**src/rtl/ov5640_sccb_wr.sv**
```systemverilog
// SCCB (I2C-compatible) 3-phase write master for OV5640 register bring-up.
// One accepted request -> START, 4 bytes (ID, addr hi, addr lo, data) each with ACK slot, STOP.
module ov5640_sccb_wr #(
   parameter logic [7:0]  DEV_ADDR = 8'h78,
   parameter int unsigned DIV_QTR  = 50
) (
   input  logic        sys_clk,
   input  logic        sys_rst,
   input  logic        cfg_start,
   input  logic [23:0] cfg_data,
   output logic        cfg_end,
   output logic        busy,
   output logic        ack_err,
   output logic        sccb_scl,
   output logic        sccb_sda_oe,
   input  logic        sccb_sda_i
);

   localparam logic [9:0] QMAX = 10'(DIV_QTR - 1);

   typedef enum logic [2:0] {
      IDLE,
      START,
      BYTE,
      ACK,
      STOP
   } state_t;

   state_t      state_reg,   state_next;
   logic [9:0]  qcnt_reg,    qcnt_next;
   logic [1:0]  qtr_reg,     qtr_next;
   logic [2:0]  bit_reg,     bit_next;
   logic [1:0]  byte_reg,    byte_next;
   logic [31:0] shift_reg,   shift_next;
   logic        nack_reg,    nack_next;
   logic        cfg_end_reg, cfg_end_next;
   logic        busy_reg,    busy_next;
   logic        ack_err_reg, ack_err_next;
   logic        scl_reg,     scl_next;
   logic        sda_oe_reg,  sda_oe_next;

   logic wrap;
   logic last_q;

   assign wrap   = (qcnt_reg == QMAX);
   assign last_q = wrap && (qtr_reg == 2'd3);

   always_ff @(posedge sys_clk) begin
      if (sys_rst) begin
         state_reg   <= IDLE;
         qcnt_reg    <= '0;
         qtr_reg     <= '0;
         bit_reg     <= '0;
         byte_reg    <= '0;
         shift_reg   <= '0;
         nack_reg    <= 1'b0;
         cfg_end_reg <= 1'b0;
         busy_reg    <= 1'b0;
         ack_err_reg <= 1'b0;
         scl_reg     <= 1'b1;
         sda_oe_reg  <= 1'b0;
      end else begin
         state_reg   <= state_next;
         qcnt_reg    <= qcnt_next;
         qtr_reg     <= qtr_next;
         bit_reg     <= bit_next;
         byte_reg    <= byte_next;
         shift_reg   <= shift_next;
         nack_reg    <= nack_next;
         cfg_end_reg <= cfg_end_next;
         busy_reg    <= busy_next;
         ack_err_reg <= ack_err_next;
         scl_reg     <= scl_next;
         sda_oe_reg  <= sda_oe_next;
      end
   end

   always_comb begin
      state_next   = state_reg;
      qcnt_next    = qcnt_reg;
      qtr_next     = qtr_reg;
      bit_next     = bit_reg;
      byte_next    = byte_reg;
      shift_next   = shift_reg;
      nack_next    = nack_reg;
      cfg_end_next = 1'b0;
      busy_next    = busy_reg;
      ack_err_next = ack_err_reg;
      scl_next     = 1'b1;
      sda_oe_next  = 1'b0;

      if (state_reg != IDLE) begin
         qcnt_next = wrap ? 10'd0 : qcnt_reg + 10'd1;
         if (wrap) begin
            qtr_next = qtr_reg + 2'd1;
         end
      end

      case (state_reg)
         IDLE: begin
            // The cfg_end cycle still reads IDLE, so it is masked explicitly.
            if (cfg_start && !cfg_end_reg) begin
               state_next   = START;
               shift_next   = {DEV_ADDR, cfg_data};
               busy_next    = 1'b1;
               nack_next    = 1'b0;
               ack_err_next = 1'b0;
               qcnt_next    = '0;
               qtr_next     = '0;
               bit_next     = '0;
               byte_next    = '0;
            end
         end
         START: begin
            if (last_q) begin
               state_next = BYTE;
            end
         end
         BYTE: begin
            if (last_q) begin
               shift_next = {shift_reg[30:0], 1'b0};
               if (bit_reg == 3'd7) begin
                  bit_next   = '0;
                  state_next = ACK;
               end else begin
                  bit_next = bit_reg + 3'd1;
               end
            end
         end
         ACK: begin
            // Slave's 9th bit is taken at the end of the SCL-high window; NACK never aborts.
            if (wrap && (qtr_reg == 2'd2)) begin
               nack_next = nack_reg | sccb_sda_i;
            end
            if (last_q) begin
               if (byte_reg == 2'd3) begin
                  state_next = STOP;
               end else begin
                  byte_next  = byte_reg + 2'd1;
                  state_next = BYTE;
               end
            end
         end
         STOP: begin
            if (last_q) begin
               state_next   = IDLE;
               cfg_end_next = 1'b1;
               busy_next    = 1'b0;
               ack_err_next = nack_reg;
            end
         end
         default: state_next = IDLE;
      endcase

      // Pins are decoded from the upcoming state so they change exactly on quarter boundaries.
      case (state_next)
         START: begin
            scl_next    = (qtr_next != 2'd3);
            sda_oe_next = qtr_next[1];
         end
         BYTE: begin
            scl_next    = (qtr_next == 2'd1) || (qtr_next == 2'd2);
            sda_oe_next = ~shift_next[31];
         end
         ACK: begin
            scl_next    = (qtr_next == 2'd1) || (qtr_next == 2'd2);
            sda_oe_next = 1'b0;
         end
         STOP: begin
            scl_next    = (qtr_next != 2'd0);
            sda_oe_next = ~qtr_next[1];
         end
         default: begin
            scl_next    = 1'b1;
            sda_oe_next = 1'b0;
         end
      endcase
   end

   assign cfg_end     = cfg_end_reg;
   assign busy        = busy_reg;
   assign ack_err     = ack_err_reg;
   assign sccb_scl    = scl_reg;
   assign sccb_sda_oe = sda_oe_reg;

endmodule

```
**config.mk**
```make
export PLATFORM = sky130hd
export DESIGN_NAME = ov5640_sccb_wr
export DESIGN_NICKNAME = d
export VERILOG_FILES = /design/src/rtl/ov5640_sccb_wr.sv
export SDC_FILE = /design/constraint.sdc
export NUM_CORES = 1
export LEC_CHECK = 0
export CORE_ASPECT_RATIO = 1.5
export CORE_MARGIN = 5
export CORE_UTILIZATION = 59
export DETAILED_ROUTE_END_ITERATION = 6
export GPL_ROUTABILITY_DRIVEN = 0
export GPL_TIMING_DRIVEN = 0
export HOLD_SLACK_MARGIN = 0.08
export PLACE_DENSITY = 0.9
export SLEW_MARGIN = 20
export SYNTH_ARGS = -nofsm -noshare
export SYNTH_HDL_FRONTEND = slang
export SYNTH_SLANG_ARGS = --single-unit
```
**constraint.sdc**
```tcl
create_clock -name sys_clk -period 3.5 [get_ports sys_clk]
set_clock_uncertainty 0.05 [all_clocks]
set_input_delay 0.525 -clock sys_clk [delete_from_list [all_inputs] [get_ports sys_clk]]
set_output_delay 0.525 -clock sys_clk [all_outputs]
set_load 0.01 [all_outputs]
```
==> results_dict.tcl, run 1 <==
set metrics [dict create \
    status "finished, final reports clean" \
    clock_path_buffers 2 \
    tns_ns 0 \
    cts_buffers 9 \
    synth-edff-count 0 \
    io_pins 33 \
    fin_crit_ns 2.753 \
    cts_tree "yes" \
    grt-ovfl-total 0 \
    die_h_um 92.28 \
    multi_input_area_mm2 0.001380 \
    ys_seq_area_frac 0.4361 \
    cp_data_arrival_time_ns 2.88 \
    wire_per_inst_um 15.94 \
    final-seq-area_mm2 0.001161 \
    layout.nets 394 \
    power_density_mw_per_mm2 486.4 \
    clock_latency_ns 0.34 \
    drv_cap 0 \
    synthesis.nets 351 \
    yosysWarningCount 0 \
    cp-start-kind "register" \
    io_buffers 32 \
    die_w_um 64.85 \
    final_hold_viol_count 0 \
    post_cts_buffers 0 \
    hold_buffers 0 \
    synth_cells 314 \
    cts-root-buf "clkbuf_8" \
    drive_gt1_frac 0.06906 \
    yosys.cell_count.top_type "dfxtp_1" \
    grt_first_pass_wirelength_mm 10.73 \
    grt_max_degree 11 \
    slew_headroom 0.3596 \
    worst_slew_pin_slew_ns 0.9533 \
    yosys.area.top_type "dfxtp_1" \
    syn_area_mm2 0.002663 \
    cts_resized 0 \
    gr-usage-all-layers 0.2304 \
    syn2layout_area_growth_pct 23.78 \
    ys.flop_type "dfxtp_1" \
    rows 30 \
    netlist-cell-type-count 47 \
    grt_setup_unrepaired "no" \
    criticalPathCategory "register to register" \
    ys_ff_latch 58 \
    async_flop_share 0 \
    cp_max_fo 9 \
    clkTransAtPathRegs_ns 0.07 \
    grt_pass1_vias 2467 \
    num_antenna_cells 0 \
    slew_viol_final 0 \
    netlist.area_leader.share 0.4361 \
    ant_nets 0 \
    via_per_inst 6.198 \
    wirelength_mm 6.535 \
    start_util 0.5961 \
    fin_crit_sh 0.7865 \
    drc 0 \
    crit_path_end_kind "register" \
    cts.sinks 58 \
    slowest_delay_ns 0.78 \
    synth_area_per_cell_um2 8.479 \
    place_hpwl_mm 4.579 \
    hold_ws_ns 0.4018 \
    hp-class "register to register" \
    vias 2541 \
    crit_chain "nor3_1 > a21boi_0 > mux2i_1 > ha_1 > and3_1 > a21oi_1 > o22ai_1 > o221ai_1" \
    nFillCells 297 \
    antenna_found_initial 0 \
    drt_iter0_drc 167 \
    synthTopCellsByArea "dfxtp_1 44%, a22oi_1 7.9%, a21oi_1 7.1%, nand2_1 5.4%, nor2_1 5.1%" \
    fmax_mhz 363.3 \
    coreArea_mm2 0.004467 \
    cp_slowest_cell "nor3_1" \
    dieArea_mm2 0.005984 \
    cts_max_level 3 \
    yosys-top-cells-count "58 x dfxtp_1, 38 x a21oi_1, 38 x nand2_1" \
    first_pass_iters 5 \
    setup_viol 0 \
    path_buf_inv 0 \
    crit_family "simple AND/OR/NAND/NOR gates" \
    cp.required_ns 3.62 \
    largest_reg_flops 32 \
    ir_drop_v 0.0004020 \
    leakage_nw 1.204 \
]
[tightest hold or removal path: cells and delay by family, from the launching register on]
kind	cells	cell delay (ns)
compound gates	1	0.05
flops	1	0.31
simple gates	1	0.05
[kinds of logic (layout without fill, tap and decap cells)]
group           after synthesis  count (layout)  share of synthesized area
simple gates                115             115                     0.2166
compound gates               94              94                     0.2289
flops                        58              58                     0.4361
buf+inv                      29              77                    0.04558
fa+ha+maj                     9               9                    0.04229
xor+xnor                      7               7                    0.02303
mux                           2               2                   0.007519
[area by class of cell]
class	instances	share of cell area
flip-flops and latches	58	0.3523
clock buffers	12	0.04708
well taps	48	0.01822
multi-input cells	227	0.4188
plain buffers	19	0.02544
repair buffers	32	0.09719
clock inverters	4	0.02961
inverters	10	0.01139
[stage by stage]
step / setup WS (ns) / util / power [mW] / cell area (µm²) / instances
after floorplan: 1.392 / - / 0.7773 / 2663 / 314
after global placement: 0.5526 / 0.6812 / 0.8279 / 3043 / 394
after detailed placement: 0.5066 / 0.6812 / 0.8329 / 3043 / 394
after CTS: 0.8231 / 0.7378 / 1.606 / 3296 / 410
after global routing: 0.4967 / 0.7378 / 1.652 / 3296 / 410
final: 0.7473 / 0.7378 / 1.603 / 3296 / 410
[path summary, 6_finish.rpt]
| check | endpoint | start | slack (ns) | cells after the start |
|---|---|---|---|---|
| worst max-delay path | sccb_scl | state_reg[0] | 0.75 | 8 |
| worst min-delay path | shift_reg[20] | shift_reg[20] | 0.40 | 2 |
| worst max register to register | sccb_scl | state_reg[0] | 0.75 | 8 |
| worst min register to register | shift_reg[20] | shift_reg[20] | 0.40 | 2 |
[layout by cell type (no fill, tap or decap), drive strengths merged, types with 3 or more instances in the layout]
| cell type | n |
|---|---|
| a21o | 3 |
| a21oi | 38 |
| a221oi | 4 |
| a22oi | 28 |
| and3 | 3 |
| buf | 5 |
| bufinv | 3 |
| clkbuf | 26 |
| clkdlybuf4s50 | 32 |
| dfxtp | 58 |
| ha | 9 |
| inv | 10 |
| nand2 | 38 |
| nand2b | 3 |
| nand3 | 6 |
| nand4 | 8 |
| nor2 | 36 |
| nor3 | 7 |
| o21ai | 5 |
| xor2 | 5 |
[layer usage]
| layer | vias up | share of wire | wire length, µm | global-route usage |
|---|---|---|---|---|
| met5 | - | 0 | 0 | 0 |
| met4 | 0 | 0.039 | 255 | 0.1287 |
| met3 | 31 | 0.056 | 368 | 0.06985 |
| met2 | 109 | 0.53 | 3438 | 0.4099 |
| met1 | 1185 | 0.38 | 2472 | 0.2323 |
| li1 | 1216 | - | - | - |
[where the power goes]
group | leakage, nW | internal (mW) | switching [mW]
combinational | 0.609 | 0.0600 | 0.0657
sequential | 0.473 | 0.683 | 0.0131
clock | 0.123 | 0.512 | 0.269
total | 1.20 | 1.26 | 0.348
(Power assumes the default switching activity.)
==> inputs of run 2 (changes only) <==
--- a/config.mk
+++ b/config.mk
@@ -7,12 +7,12 @@
 export LEC_CHECK = 0
 export CORE_ASPECT_RATIO = 1.5
 export CORE_MARGIN = 5
-export CORE_UTILIZATION = 59
+export CORE_UTILIZATION = 55
 export DETAILED_ROUTE_END_ITERATION = 6
 export GPL_ROUTABILITY_DRIVEN = 0
 export GPL_TIMING_DRIVEN = 0
 export HOLD_SLACK_MARGIN = 0.08
-export PLACE_DENSITY = 0.9
+export PLACE_DENSITY = 0.85
 export SLEW_MARGIN = 20
 export SYNTH_ARGS = -nofsm -noshare
 export SYNTH_HDL_FRONTEND = slang
==> constraint.sdc (replaced) <==
create_clock -name sys_clk -period 2.85 [get_ports sys_clk]
set_clock_uncertainty 0.05 [all_clocks]
set_input_delay 0.4275 -clock sys_clk [delete_from_list [all_inputs] [get_ports sys_clk]]
set_output_delay 0.4275 -clock sys_clk [all_outputs]
set_load 0.01 [all_outputs]
==> results_dict.tcl, run 2 (synthesis gave the netlist of run 1 again) <==
set metrics [dict create \
    status "finished, final reports clean" \
    setup_viol 0 \
    cp_max_fo 7 \
    drc 0 \
    cp.required_ns 3.00 \
    cts_tree "yes" \
    io_pins 33 \
    cp_slowest_cell "clkdlybuf4s50_1" \
    fin_crit_ns 2.503 \
    worst_slew_pin_slew_ns 0.5975 \
    via_per_inst 5.818 \
    fmax_mhz 399.5 \
    slew_viol_final 0 \
    crit_chain "clkdlybuf4s50_1 > nor2b_1 > a21boi_0 > mux2i_1 > ha_1 > and3_1 > a21oi_1 > o22ai_1 > o221ai_1" \
    gr-usage-all-layers 0.2058 \
    ant_nets 0 \
    stdcell_count 428 \
    layout.nets 394 \
    clock_path_buffers 2 \
    dieArea_mm2 0.006361 \
    drive_gt1_frac 0.06630 \
    tns_ns 0 \
    clock_latency_ns 0.34 \
    coreArea_mm2 0.004771 \
    first_pass_iters 6 \
    hold_buffers 0 \
    die_h_um 95.22 \
    drv_cap 0 \
    grt_pass1_vias 2277 \
    cp_data_arrival_time_ns 2.66 \
    leakage_nw 1.183 \
    die_w_um 66.81 \
    start_util 0.5581 \
    wire_per_inst_um 14.33 \
    dpl_worst_slack_ns 0.04942 \
    post_cts_buffers 0 \
    clkTransAtPathRegs_ns 0.06 \
    p_seq_frac 0.485 \
    finalWorstSetupSlack_ns 0.3471 \
    cts_max_level 3 \
    io_buffers 32 \
    power_density_mw_per_mm2 538.5 \
    comb_power_share 0.086 \
    internal-power_mw 1.364 \
    p_sw_mw 0.3959 \
    num_antenna_cells 0 \
    slew_headroom 0.5995 \
    wirelength_mm 6.133 \
    grt_first_pass_wirelength_mm 9.949 \
    vias 2490 \
    grt-ovfl-total 0 \
    cts-root-buf "clkbuf_8" \
    switching_share 0.2249 \
    rows 31 \
    cts_buffers 9 \
    slowest_delay_ns 0.47 \
    criticalPathCategory "input port to register" \
    fin_crit_sh 0.8782 \
    syn2layout_area_growth_pct 22.74 \
    drt_iter0_drc 152 \
    final_cell_mix "58 x dfxtp_1, 38 x a21oi_1, 38 x nand2_1" \
    hp-class "register to register" \
    clockPowerShare 0.428 \
    cp-start-kind "input port" \
    crit_path_end_kind "register" \
    cts_resized 0 \
    grt_setup_unrepaired "no" \
    final_hold_viol_count 0 \
    cts.sinks 58 \
    ir_drop_v 0.0003485 \
    final_common_cell "dfxtp_1" \
    placedCellCount 412 \
    place_hpwl_mm 4.555 \
    antenna_found_initial 0 \
    grt_max_degree 11 \
    largest_reg_flops 32 \
]
run 2: final cells by class:
type | instances | area, µm²
fillers | 393 | 1503
well taps | 66 | 82.58
clock buffers | 14 | 162.7
inverters | 10 | 37.54
flip-flops and latches | 58 | 1161
plain buffers | 19 | 83.83
clock inverters | 2 | 35.03
repair buffers | 32 | 320.3
multi-input cells | 227 | 1385
run 2: worst paths after layout:
| kind | startpoint | end | slack (ns) | depth (start not counted) |
|---|---|---|---|---|
| setup reg to reg | state_reg[0] | sccb_scl | 0.35 | 9 |
| hold reg to reg | shift_reg[3] | shift_reg[3] | 0.40 | 2 |
| setup / recovery | cfg_start | sccb_scl | 0.35 | 9 |
| hold / removal | shift_reg[3] | shift_reg[3] | 0.40 | 2 |
run 2: worst max-delay path, delay by kind of cell:
| kind | cells | cell delay [ns] |
|---|---|---|
| AND/OR/NAND/NOR | 2 | 0.57 |
| multiplexers | 1 | 0.41 |
| adder cells (fa/ha/maj) | 1 | 0.24 |
| AO/OA/AOI/OAI | 4 | 0.52 |
| buffers and inverters | 1 | 0.47 |
run 2: power by group through the flow:
stage          Clock, mW  Combinational (mW)  Sequential, mW
6_report           0.754               0.152           0.854
5_1_grt            0.807               0.169           0.857
4_1_cts            0.771               0.152           0.854
3_5_place_dp           0               0.152           0.871
3_3_place_gp           0               0.148           0.870
2_1_floorplan          0              0.0862           0.868
run 2: routing by layer:
metal | part of all wire | up-vias | wire, µm | GRT usage
met5 | 0 | - | 0 | 0
met4 | 0.028 | 0 | 173 | 0.1203
met3 | 0.053 | 19 | 328 | 0.04599
met2 | 0.53 | 88 | 3240 | 0.3709
met1 | 0.39 | 1165 | 2390 | 0.2128
li1 | - | 1218 | - | -
run 2: per-stage QoR:
stage / utilization / hold WS (ns) / power, mW / area [µm²]
2_1_floorplan: - / 0.3816 / 0.9546 / 2663
3_3_place_gp: 0.6425 / 0.3874 / 1.018 / 3065
3_5_place_dp: 0.6425 / 0.3962 / 1.023 / 3065
4_1_cts: 0.6840 / 0.4041 / 1.776 / 3263
5_1_grt: 0.6850 / 0.4255 / 1.833 / 3268
6_report: 0.6850 / 0.4042 / 1.760 / 3268
==> inputs of run 3 (changes only) <==
--- a/config.mk
+++ b/config.mk
@@ -8,6 +8,7 @@
 export CORE_ASPECT_RATIO = 1.5
 export CORE_MARGIN = 5
 export CORE_UTILIZATION = 55
+export CTS_CLUSTER_SIZE = 16
 export DETAILED_ROUTE_END_ITERATION = 6
 export GPL_ROUTABILITY_DRIVEN = 0
 export GPL_TIMING_DRIVEN = 0
==> results of run 3 <==
No change in the layout: final DEF, timing and power equal those of run 2.
